[src/rtl/sseg_arbiter_if.sv]
// Bus between the display requesters and the seven-segment arbiter.
// The requesters drive req/data. The arbiter returns the grant and the word for the scan driver.
interface sseg_arbiter_if;
    logic [2:0]  req;
    logic [15:0] data0;
    logic [15:0] data1;
    logic [15:0] data2;
    logic [2:0]  gnt;
    logic [1:0]  owner;
    logic [15:0] disp_data;
    logic        disp_valid;

    modport master (
        output req, data0, data1, data2,
        input  gnt, owner, disp_data, disp_valid
    );

    modport slave (
        input  req, data0, data1, data2,
        output gnt, owner, disp_data, disp_valid
    );
endinterface

[src/rtl/sseg_arbiter.sv]
// Round-robin owner of the shared 4-digit seven-segment display.
// Each owner keeps the display for a minimum hold time, and a blank gap separates consecutive owners.
module sseg_arbiter #(
    parameter logic [23:0] HOLD_CYCLES  = 24'd5_000_000,
    parameter logic [15:0] BLANK_CYCLES = 16'd50_000
) (
    input  logic          clk,
    input  logic          reset_n,
    sseg_arbiter_if.slave bus
);

    typedef enum logic [1:0] {IDLE, OWN, BLANK} state_t;

    localparam logic [1:0]  NO_OWNER  = 2'd3;
    localparam logic [23:0] HOLD_MAX  = HOLD_CYCLES - 24'd1;
    localparam logic [15:0] BLANK_MAX = BLANK_CYCLES - 16'd1;

    state_t      state, state_n;
    logic [2:0]  gnt_q, gnt_n;
    logic [1:0]  owner_q, owner_n;
    logic [15:0] data_q, data_n;
    logic        valid_q, valid_n;
    logic [23:0] hold_cnt, hold_n;
    logic [15:0] blank_cnt, blank_n;
    logic [1:0]  last, last_n;

    logic [1:0]  c1, c2, c3, win;
    logic        do_grant;

    function automatic logic [1:0] rr_next(input logic [1:0] i);
        return (i >= 2'd2) ? 2'd0 : i + 2'd1;
    endfunction

    function automatic logic [15:0] sel_data(input logic [1:0] i, input logic [15:0] d0,
                                             input logic [15:0] d1, input logic [15:0] d2);
        case (i)
            2'd0:    return d0;
            2'd1:    return d1;
            2'd2:    return d2;
            default: return 16'h0000;
        endcase
    endfunction

    // The search starts one past the last winner, so the previous owner has the lowest priority.
    always_comb begin
        c1 = rr_next(last);
        c2 = rr_next(c1);
        c3 = rr_next(c2);
        if (bus.req[c1])      win = c1;
        else if (bus.req[c2]) win = c2;
        else if (bus.req[c3]) win = c3;
        else                  win = NO_OWNER;
    end

    // NOTE: every next-state variable gets a default first, so no path can leave one unassigned and infer a latch.
    always_comb begin
        state_n  = state;
        gnt_n    = 3'b000;
        owner_n  = NO_OWNER;
        data_n   = 16'h0000;
        valid_n  = 1'b0;
        hold_n   = 24'd0;
        blank_n  = 16'd0;
        last_n   = last;
        do_grant = 1'b0;

        case (state)
            IDLE: do_grant = |bus.req;

            OWN: begin
                if (!(|(bus.req & gnt_q)) ||
                    (hold_cnt == HOLD_MAX && |(bus.req & ~gnt_q))) begin
                    state_n = BLANK;
                end else begin
                    gnt_n   = gnt_q;
                    owner_n = owner_q;
                    valid_n = 1'b1;
                    data_n  = sel_data(owner_q, bus.data0, bus.data1, bus.data2);
                    hold_n  = (hold_cnt == HOLD_MAX) ? hold_cnt : hold_cnt + 24'd1;
                end
            end

            BLANK: begin
                if (blank_cnt == BLANK_MAX) begin
                    do_grant = |bus.req;
                    state_n  = IDLE;
                end else begin
                    blank_n = blank_cnt + 16'd1;
                end
            end

            default: state_n = IDLE;
        endcase

        if (do_grant) begin
            state_n = OWN;
            gnt_n   = 3'b001 << win;
            owner_n = win;
            valid_n = 1'b1;
            data_n  = sel_data(win, bus.data0, bus.data1, bus.data2);
            last_n  = win;
        end
    end

    // NOTE: registers are updated only with non-blocking assignments, so every flop samples the values from before the edge.
    always_ff @(posedge clk) begin
        if (!reset_n) begin
            state     <= IDLE;
            gnt_q     <= 3'b000;
            owner_q   <= NO_OWNER;
            data_q    <= 16'h0000;
            valid_q   <= 1'b0;
            hold_cnt  <= 24'd0;
            blank_cnt <= 16'd0;
            last      <= 2'd2;
        end else begin
            state     <= state_n;
            gnt_q     <= gnt_n;
            owner_q   <= owner_n;
            data_q    <= data_n;
            valid_q   <= valid_n;
            hold_cnt  <= hold_n;
            blank_cnt <= blank_n;
            last      <= last_n;
        end
    end

    assign bus.gnt        = gnt_q;
    assign bus.owner      = owner_q;
    assign bus.disp_data  = data_q;
    assign bus.disp_valid = valid_q;

endmodule

[src/flat_wrapper.sv]
// flat-port wrapper written by rule: the top's interface ports become plain ports
module sseg_arbiter_flat 
#(
    parameter logic [23:0] HOLD_CYCLES  = 24'd5_000_000,
    parameter logic [15:0] BLANK_CYCLES = 16'd50_000
)
  (clk, reset_n, bus_req, bus_data0, bus_data1, bus_data2, bus_gnt, bus_owner, bus_disp_data, bus_disp_valid);
  sseg_arbiter_if bus_i ();
  input  logic clk;
  input  logic reset_n;
  input wire logic [$bits(bus_i.req)-1:0] bus_req;
  input wire logic [$bits(bus_i.data0)-1:0] bus_data0;
  input wire logic [$bits(bus_i.data1)-1:0] bus_data1;
  input wire logic [$bits(bus_i.data2)-1:0] bus_data2;
  output wire logic [$bits(bus_i.gnt)-1:0] bus_gnt;
  output wire logic [$bits(bus_i.owner)-1:0] bus_owner;
  output wire logic [$bits(bus_i.disp_data)-1:0] bus_disp_data;
  output wire logic [$bits(bus_i.disp_valid)-1:0] bus_disp_valid;
  assign bus_i.req = bus_req;
  assign bus_i.data0 = bus_data0;
  assign bus_i.data1 = bus_data1;
  assign bus_i.data2 = bus_data2;
  assign bus_gnt = bus_i.gnt;
  assign bus_owner = bus_i.owner;
  assign bus_disp_data = bus_i.disp_data;
  assign bus_disp_valid = bus_i.disp_valid;
  sseg_arbiter #(.HOLD_CYCLES(HOLD_CYCLES), .BLANK_CYCLES(BLANK_CYCLES)) u_core (.clk(clk), .reset_n(reset_n), .bus(bus_i));
endmodule
[config.mk]
export PLATFORM = sky130hd
export DESIGN_NAME = sseg_arbiter_flat
export DESIGN_NICKNAME = d
export VERILOG_FILES = /design/src/rtl/sseg_arbiter_if.sv /design/src/rtl/sseg_arbiter.sv /design/src/flat_wrapper.sv
export SDC_FILE = /design/constraint.sdc
export NUM_CORES = 1
export LEC_CHECK = 0
export CORE_ASPECT_RATIO = 1.5
export CORE_MARGIN = 4
export CORE_UTILIZATION = 46
export DETAILED_ROUTE_END_ITERATION = 10
export GPL_ROUTABILITY_DRIVEN = 0
export GPL_TIMING_DRIVEN = 0
export PLACE_DENSITY_LB_ADDON = 0.25
export SYNTH_ARGS = -nofsm -noshare
export SYNTH_HDL_FRONTEND = slang
export SYNTH_SLANG_ARGS = --single-unit
[constraint.sdc]
create_clock -name clk -period 1.99 [get_ports clk]
set_clock_uncertainty 0.15 [all_clocks]
set_input_delay 0.398 -clock clk [delete_from_list [all_inputs] [get_ports clk]]
set_output_delay 0.398 -clock clk [all_outputs]
set_load 0.01 [all_outputs]
=== Word-level counts from Yosys, hierarchy flattened ===
Index checks and enable logic that the tools add are counted.

* $add $sub $neg: 5
* $lt $le $gt $ge: 6
* Bitwise operators: 7
* Reduce and logical (&&, ||, !) cells: 14
* Shift-type cells: 1
* Equality and inequality tests: 13
* Mux-type cells: 32

{| class="wikitable"
|+ Operators by type and width
! operator !! number
|-
| $pmux W16 S3 || 2
|-
| $mux W16 || 3
|-
| $add A24 B1 Y24 const B || 1
|-
| $eq A24 B23 Y1 const B || 1
|-
| $mux W2 || 11
|-
| $add A16 B1 Y16 const B || 1
|-
| $eq A16 B16 Y1 const B || 1
|-
| $reduce_or A3 Y1 || 5
|-
| $lt A2 B3 Y1 const B || 3
|-
| $mux W3 || 3
|-
| $mux W1 || 8
|-
| $add A2 B1 Y2 const B || 3
|-
| $and A3 B3 Y3 || 2
|-
| $bmux W1 S2 || 3
|-
| $eq A2 B1 Y1 const B || 3
|-
| $eq A2 B2 Y1 const B || 3
|-
| $ge A2 B2 Y1 const B || 3
|-
| $logic_not A2 Y1 || 3
|-
| $ne A2 B1 Y1 const B || 3
|-
| $ne A3 B1 Y1 const B || 2
|-
| $pmux W2 S3 || 1
|-
| $reduce_and A3 Y1 || 2
|-
| $not A1 Y1 || 4
|-
| $not A3 Y3 || 1
|-
| 6 further kinds || 6
|}

* Bits in registers: 66
* Input port bits: 53
* Output and inout bits: 22

=== Logic depth before layout (Yosys ltp) ===
Gate-level depths: netlist of run 1.

* Depth in word-level cells: 14
* Depth in mapped cells: 8
* Gate-level depth less buffers: 6

=== Worst setup path before layout of run 1 ===
Ideal clock, no wire load.

* Path kind: reg-to-reg
* Start: reg u_core.hold_cnt[0]
* End: reg u_core.data_q[13] (netlist: u_core.bus.disp_data[13])
* Clock period less this slack: 2.116 ns
* Setup slack: -0.126 ns
* Arrival: 1.833 ns
* Library setup time: 0.134 ns
* Stages on the path, launching flop included: 9
* Path through: dfxtp_1 ha_1 inv_1 or2_1 or4b_1 buf_2 nand3_4 buf_6 o22ai_1

* Cells in the longest elaborated chain, start to end: 6

{| class="wikitable"
|+ RTL lines
! what !! line !! RTL
|-
| start: declaration || sseg_arbiter.sv:23 || <nowiki>logic [23:0] hold_cnt, hold_n;</nowiki>
|-
| start signal: assignment || sseg_arbiter.sv:122 || <nowiki>hold_cnt <= hold_n;</nowiki>
|-
| $eq A24 B23 Y1 || sseg_arbiter.sv:72 || <nowiki>(hold_cnt == HOLD_MAX && |(bus.req & ~gnt_q))) begin</nowiki>
|-
| $logic_and A1 B1 Y1 || sseg_arbiter.sv:72 ||
|-
| $logic_or A1 B1 Y1 || sseg_arbiter.sv:71 || <nowiki>if (!(|(bus.req & gnt_q)) ||</nowiki>
|-
| $mux W16 || sseg_arbiter.sv:71 ||
|-
| $mux W16 || sseg_arbiter.sv:67 || <nowiki>case (state)</nowiki>
|-
| $mux W16 || sseg_arbiter.sv:95 || <nowiki>if (do_grant) begin</nowiki>
|-
| end signal: assignment || sseg_arbiter.sv:120 || <nowiki>data_q <= data_n;</nowiki>
|-
| end: declaration || sseg_arbiter.sv:21 || <nowiki>logic [15:0] data_q, data_n;</nowiki>
|}

No other way between the ends.
A chain may end at the register's enable or synchronous reset.

=== Worst setup path after layout of run 1 ===
Ends and elaborated chain as after synthesis.

==> impl_results.md, run 1 <==
- Max Slew Vio Count: 0
- Ys Warns: 0
- Fillers: 550
- Critical path startpoint category: flop
- Cell Area, Synth: 3340 µm²
- Drt pass-1 iters: 4
- Status: finished with violations
- Power density over the cells: ~660 nW/µm²
- Starting Density: between 40% and 50%
- Worst r2r src: u_core.hold_cnt[0]
- Clk_lat worst skew: 350 ps
- # rows: 37
- Post-synthesis sequential area ratio: 39.5%
- Post-Layout Cell Count: 577
- Pleak: 1.79 nW
- Library cells used by synthesis: between 50 and 60
- Ant. Diodes: 0
- Reg-to-Reg End: u_core.bus.disp_data[13]
- Clock sink total: 66
- Data arrival, critical path: 2200 ps
- Via count: 3223
- Core Box Area: 6990 µm²
- Clock Path Buffers: 2
- Post-synthesis average cell area: 8.89 µm²
- Worst Setup Slack post-DPL: -880 ps
- Util after Layout: 68.6%
- Hold path endpoint: u_core.bus.gnt[2]
- RSZ-0062 raised after global routing: yes
- Critical path required time: 2070 ps
- Mapped Nets: roughly 430
- Setup TNS: -2280 ps
- # port buffers: 73
- Initial antenna violation count: 0
- Routed wire length: about 9600 µm
- Final WS setup: -131 ps
- DR iter-0 viols: 193
- Worst hold-check path type: input port to flop
- Vias in the first global route: roughly 3.2k
- Post-detail-place hpwl: 6480 µm
- Failing checks: negative setup slack
- Hold path startpoint: bus_req[2]
- Slew headroom: 61.8%
- Die Area: 8730 µm²
- Area Overhead vs Synth: 43.4%
- CP max FO: 5
- CTS Hold Buffers Added: 0
- Hold path depth: 3
- Top-area cell type share of the netlist area: between 30% and 40%
- ANT nets after route: 0
- R2r worst-path depth: 8
- Die Y-Extent: 112 µm
- Layout cells sized above 1: about a quarter
- Ys flop type: dfxtp_1
- Fin nets: 530
- Pwr Total: 3.16 mW
- Period Utilization, post-route: 107%
- Total track usage: 21.9%
- CP Capture Type: flop
- Largest net degree at the start of global routing: 14
- WS Path Type: flop to flop
- Slew @ Worst Pin: 569 ps
- Fmax: approximately 0.47 GHz
- Max VDD drop: between 0.0004 and 0.0005 V
- Ys async rst share: 0%
- Post-synthesis register bit count: 66
- Placed cells: 546
- Total CTS buffers: 9
- R2R Setup Slk: -130 ps
- Number of synthesized flops with an enable pin: 0
- Largest area contributor in the netlist: dfxtp_1
- H-Tree Depth: 3
- Die width: 77.6 µm
- Drt drc: 0
- Grt ovf: 0
- CTS Root Cell: clkbuf_8
- Top cells by area, synth: dfxtp_1 (40%), nor2_1 (6.5%), xor2_1 (5.8%)
- Clock-pin slew on the worst setup and hold paths: 80 ps
- Synth cell count leaders: dfxtp_1 (66), nor2_1 (58), a21oi_1 (22), xor2_1 (22), o22ai_1 (19)
- Vias per Instance: between 5 and 6
- IO Count: 75
- Top-count cell post-synth: dfxtp_1
- First-pass GRT wire length: 15400 µm
- Minimum clock period: 2120 ps
- Synth Instances: ~380
- Final setup fails: 33
- DR WL/cell: 16.7 µm
- Final hold violation count: 0
- Max Cap Viol: 0
- CTS tree: yes
## per-layer routing
layer	vias to the layer above	track usage (%)	share of wire, %
li1	1561	-	-
met1	1545	23.9	39
met2	101	39.9	54
met3	16	5.30	5.0
met4	0	8.43	2.1
met5	-	0	0
## cell usage in the layout (no fill, tap or decap), drive strengths merged, types with 3 or more instances in the layout
cell type	instances
clkdlybuf4s50	70
dfxtp	66
nor2	58
buf	23
clkbuf	23
xor2	22
a21oi	22
o22ai	19
mux2i	18
nand2	17
mux2	16
a22oi	16
nand3	13
nand4	10
xnor2	10
inv	9
and3	8
and4	6
nor2b	3
clkinvlp	3
nor3	3
nor3b	3
a31oi	3
## report_power, final
group / switching [mW] / internal [mW] / total [mW]
Sequential: 0.0268 / 1.38 / 1.40
Combinational: 0.339 / 0.393 / 0.732
Clock: 0.567 / 0.459 / 1.03
Total: 0.933 / 2.23 / 3.16
## registers in the layout (all words and copies together) (netlist names)
name and flops:
u_core.bus.disp_data 16, u_core.last 2, u_core.blank_cnt 16, u_core.bus.disp_valid 1, u_core.bus.gnt 3, u_core.bus.owner 2, u_core.state 2, u_core.hold_cnt 24
## stage by stage
step	hold WS, ps	cell area (µm²)
floorplan	245	3380
global placement	256	4240
detailed placement	262	4240
CTS	296	4750
global route	362	4800
finish	331	4800
## layout make-up
cell class	count	area, µm²	area share (%)
Multi-Input combinational cell	282	2090	43.5
Tap cell	97	121	2.53
Sequential cell	66	1350	28.1
Inverter	7	28.8	0.600
Buffer	18	145	3.03
Clock inverter	7	53.8	1.12
Timing Repair Buffer	91	887	18.5
Clock buffer	9	124	2.58
## worst max path at each step
stage,startpoint,to,slack [ps],cells past startpoint
after floorplan,u_core.hold_cnt[1],u_core.bus.disp_data[13],-6,8
after global placement,bus_req[1],u_core.bus.disp_data[14],-800,6
after detailed placement,bus_req[1],u_core.bus.disp_data[14],-880,6
after CTS,u_core.hold_cnt[23],u_core.bus.disp_data[14],-100,7
after global routing,u_core.hold_cnt[0],u_core.bus.disp_data[5],-190,8
final,u_core.hold_cnt[0],u_core.bus.disp_data[13],-130,8
## logic make-up after synthesis
group | Yosys count | synth area share (%)
AO/OA/AOI/OAI | 74 | 14.5
XOR/XNOR | 32 | 8.38
multiplexers | 34 | 10.8
buffers and inverters | 28 | 3.82
AND/OR/NAND/NOR | 140 | 22.3
flip-flops | 66 | 39.5
adder cells (fa/ha/maj) | 2 | 0.748
## critical path, cell delays in order (launching register included)
cell	delay (ps)
dfxtp_4	370
ha_4	160
inv_4	30
or2_4	250
or4b_4	580
nand3_4	150
buf_12	130
buf_8	110
o22ai_2	80
## timing repair
| item | in CTS | in global routing |
|---|---|---|
| buffers inserted | 13 | 5 |
| setup endpoints to repair | 58 | 44 |
| gates cloned | 2 | 0 |
| resized for setup | 58 | 11 |
| pin swaps | 11 | 9 |
No activity file was read; power rests on OpenSTA's default activity.
==> inputs of run 2 (changes only) <==
--- a/config.mk
+++ b/config.mk
@@ -10,7 +10,7 @@
 export CORE_UTILIZATION = 46
 export DETAILED_ROUTE_END_ITERATION = 10
 export GPL_ROUTABILITY_DRIVEN = 0
-export GPL_TIMING_DRIVEN = 0
+export MAX_ROUTING_LAYER = met4
 export PLACE_DENSITY_LB_ADDON = 0.25
 export SYNTH_ARGS = -nofsm -noshare
 export SYNTH_HDL_FRONTEND = slang
==> impl_results.md, run 2 (synthesis gave the netlist of run 1 again) <==
- R2r worst-path depth: 6 (-2)
- Final setup fails: 46 (+39%)
- # rows: 37 (unchanged)
- Reg-to-Reg End: u_core.bus.disp_data[6]
- Layout cells sized above 1: 26.8% (+3.5 points)
- Max Slew Vio Count: 0 (unchanged)
- Fmax: 0.471 GHz (about the same)
- Placed cell area: 4650 µm² (+9.8%)
- Clock-pin slew on the worst setup and hold paths: 70 ps (about the same)
- Most frequent cells in the layout: clkdlybuf4s50_1 (72), buf_4 (59), nor2_1 (58), dfxtp_1 (55), xor2_1 (22)
- Data arrival, critical path: 2230 ps (+30 ps)
- Clock Path Buffers: 2 (unchanged)
- Vias in the first global route: 3395 (+5.3%)
- DR WL/cell: 16.8 µm (+0.31%)
- Status: finished with violations
- Worst r2r src: u_core.hold_cnt[21]
- Largest register FFs: 24 (unchanged)
- Power density over the cells: 656 nW/µm² (-0.46%)
- Die Y-Extent: 112 µm (unchanged)
- H-Tree Depth: 3 (unchanged)
- IO Count: 75 (unchanged)
- Area Overhead vs Synth: 53.2%
- Clock sink total: 66 (unchanged)
- Drt pass-1 iters: 4 (unchanged)
- Largest reg by FF count: u_core.hold_cnt
- Gate power share: 22.8% (-0.4 points)
- Internal power: 2.49 mW (+12%)
- Drt drc: 0 (unchanged)
- CTS Hold Buffers Added: 0 (unchanged)
- Worst Setup Slack post-DPL: -461 ps (+419 ps)
- Max VDD drop: 0.000426 V (-9.2%)
- Period Utilization, post-route: 107% (about the same)
- Final hold slack: 271 ps (-60.8 ps)
- Final WS setup: -132 ps (-1.25 ps)
- Critical path startpoint category: input port
- Switch Pwr: 0.873 mW (-6.4%)
- Starting Density: 47.8% (unchanged)
- ANT nets after route: 0 (unchanged)
- CTS tree: yes
- Hold path endpoint: u_core.blank_cnt[0]
- Worst hold-check path type: flop to flop
- CP Capture Type: flop
- Hold path startpoint: u_core.blank_cnt[0]
- Total CTS buffers: 9 (unchanged)
- Minimum clock period: 2120 ps (+1.25 ps)
- Critical path required time: 2100 ps (+30 ps)
- Die Area: 8730 µm² (unchanged)
- Slew @ Worst Pin: 533 ps (-36.5 ps)
- Initial antenna violation count: 0 (unchanged)
- RSZ-0062 raised after global routing: yes
- Vias per Instance: 5.52 (-1.1%)
- Max Cap Viol: 0 (unchanged)
- WS Path Type: input port to flop
- Core Box Area: 6990 µm² (unchanged)
- Via count: 3380 (+4.9%)
- Grt ovf: 0 (unchanged)
- Power share of the clock group: 34.9% (+2.4 points)
- Die width: 77.6 µm (unchanged)
- DR iter-0 viols: 244 (+26%)
- Sw frac: 26.0% (-3.5 points)
- Fin nets: 566 (+6.8%)
- Total track usage: 23.6% (+1.8 points)
- Ant. Diodes: 0 (unchanged)
- CP max FO: 4 (-1)
- Design area: 5120 µm² (+6.9%)
- R2R Setup Slk: -90 ps (+40 ps)
- CTS Root Cell: clkbuf_8
- First-pass GRT wire length: 16200 µm (+5.2%)
- Clk_lat worst skew: 340 ps (about the same)
- Flop pwr share: 42.3% (-2.1 points)
- Most common library cell in the layout ignoring fill and taps: clkdlybuf4s50_1
- Largest net degree at the start of global routing: 25 (+11)
- Routed wire length: 10300 µm (+6.4%)
- Slew headroom: 64.4% (+2.6 points)
- Pleak: 2.04 nW (+14%)
- Failing checks: negative setup slack
- Post-detail-place hpwl: 6940 µm (+7.1%)
- Hold path depth: 1 (-2)
- # port buffers: 74 (+1.4%)
- Util after Layout: 73.3% (+4.7 points)
- Final hold violation count: 0 (unchanged)
==> run 2: changes by cell type in the layout (fill, tap and decap cells not counted), sizes merged <==
cell and change:
inv -2, clkdlybuf4s50 +2, clkbuf -9, clkinv -1, buf +46, clkinvlp -3
bufinv +1, nand2 +1
==> run 2: worst max-delay path, stage by stage <==
cell and delay (ps):
clkdlybuf4s50_1 530, a222oi_1 120, buf_4 160, or3_4 400
a21oi_4 210, nand2_1 210, o22ai_1 200
==> run 2: layer usage <==
metal	wire [µm]	vias up	GRT usage [%]
met5	0	-	-
met1	4080	1631	26.6
met2	5480	91	39.3
li1	-	1638	-
met4	293	0	12.6
met3	399	20	4.33
==> run 2: cell type report <==
cell class	instances	area, µm²
Sequential cell	66	1340
Clock inverter	2	35.0
Multi-Input combinational cell	283	2050
Tap cell	97	121
Timing Repair Buffer	144	1390
Inverter	7	26.3
Clock buffer	13	169
Fill cell	513	1870
==> run 2: power by group through the flow <==
stage | combinational [mW] | sequential (mW) | clock [mW]
final | 0.765 | 1.42 | 1.17
after global routing | 0.819 | 1.43 | 1.25
after CTS | 0.731 | 1.42 | 1.19
after detailed placement | 0.712 | 1.45 | 0
after global placement | 0.691 | 1.44 | 0
after floorplan | 0.339 | 1.46 | 0
==> run 2: repair_timing <==
item / 4_1_cts / 5_1_grt
setup endpoints to repair: 47 / 49
buffers inserted: 5 / 1
resized for setup: 23 / 13
pin swaps: 9 / 4
gates cloned: 2 / 1
==> run 2: worst max-delay path by stage <==
stage          cells past startpoint                  endpoint                start
2_1_floorplan                      8  u_core.bus.disp_data[13]   u_core.hold_cnt[1]
3_3_place_gp                       7  u_core.bus.disp_data[10]           bus_req[1]
3_5_place_dp                       6       u_core.hold_cnt[10]           bus_req[1]
4_1_cts                            6        u_core.hold_cnt[0]  u_core.hold_cnt[16]
5_1_grt                            6   u_core.bus.disp_data[1]  u_core.hold_cnt[16]
6_report                           7   u_core.bus.disp_data[2]           bus_req[0]
==> run 2: stage by stage <==
stage / std cells / setup TNS [ps] / total power, mW
global route: 612 / -6900 / 3.50
CTS: 610 / -1450 / 3.34
global placement: 588 / -16900 / 2.13
finish: 612 / -3470 / 3.36
floorplan: 376 / -5.81 / 1.80
detailed placement: 588 / -19910 / 2.16
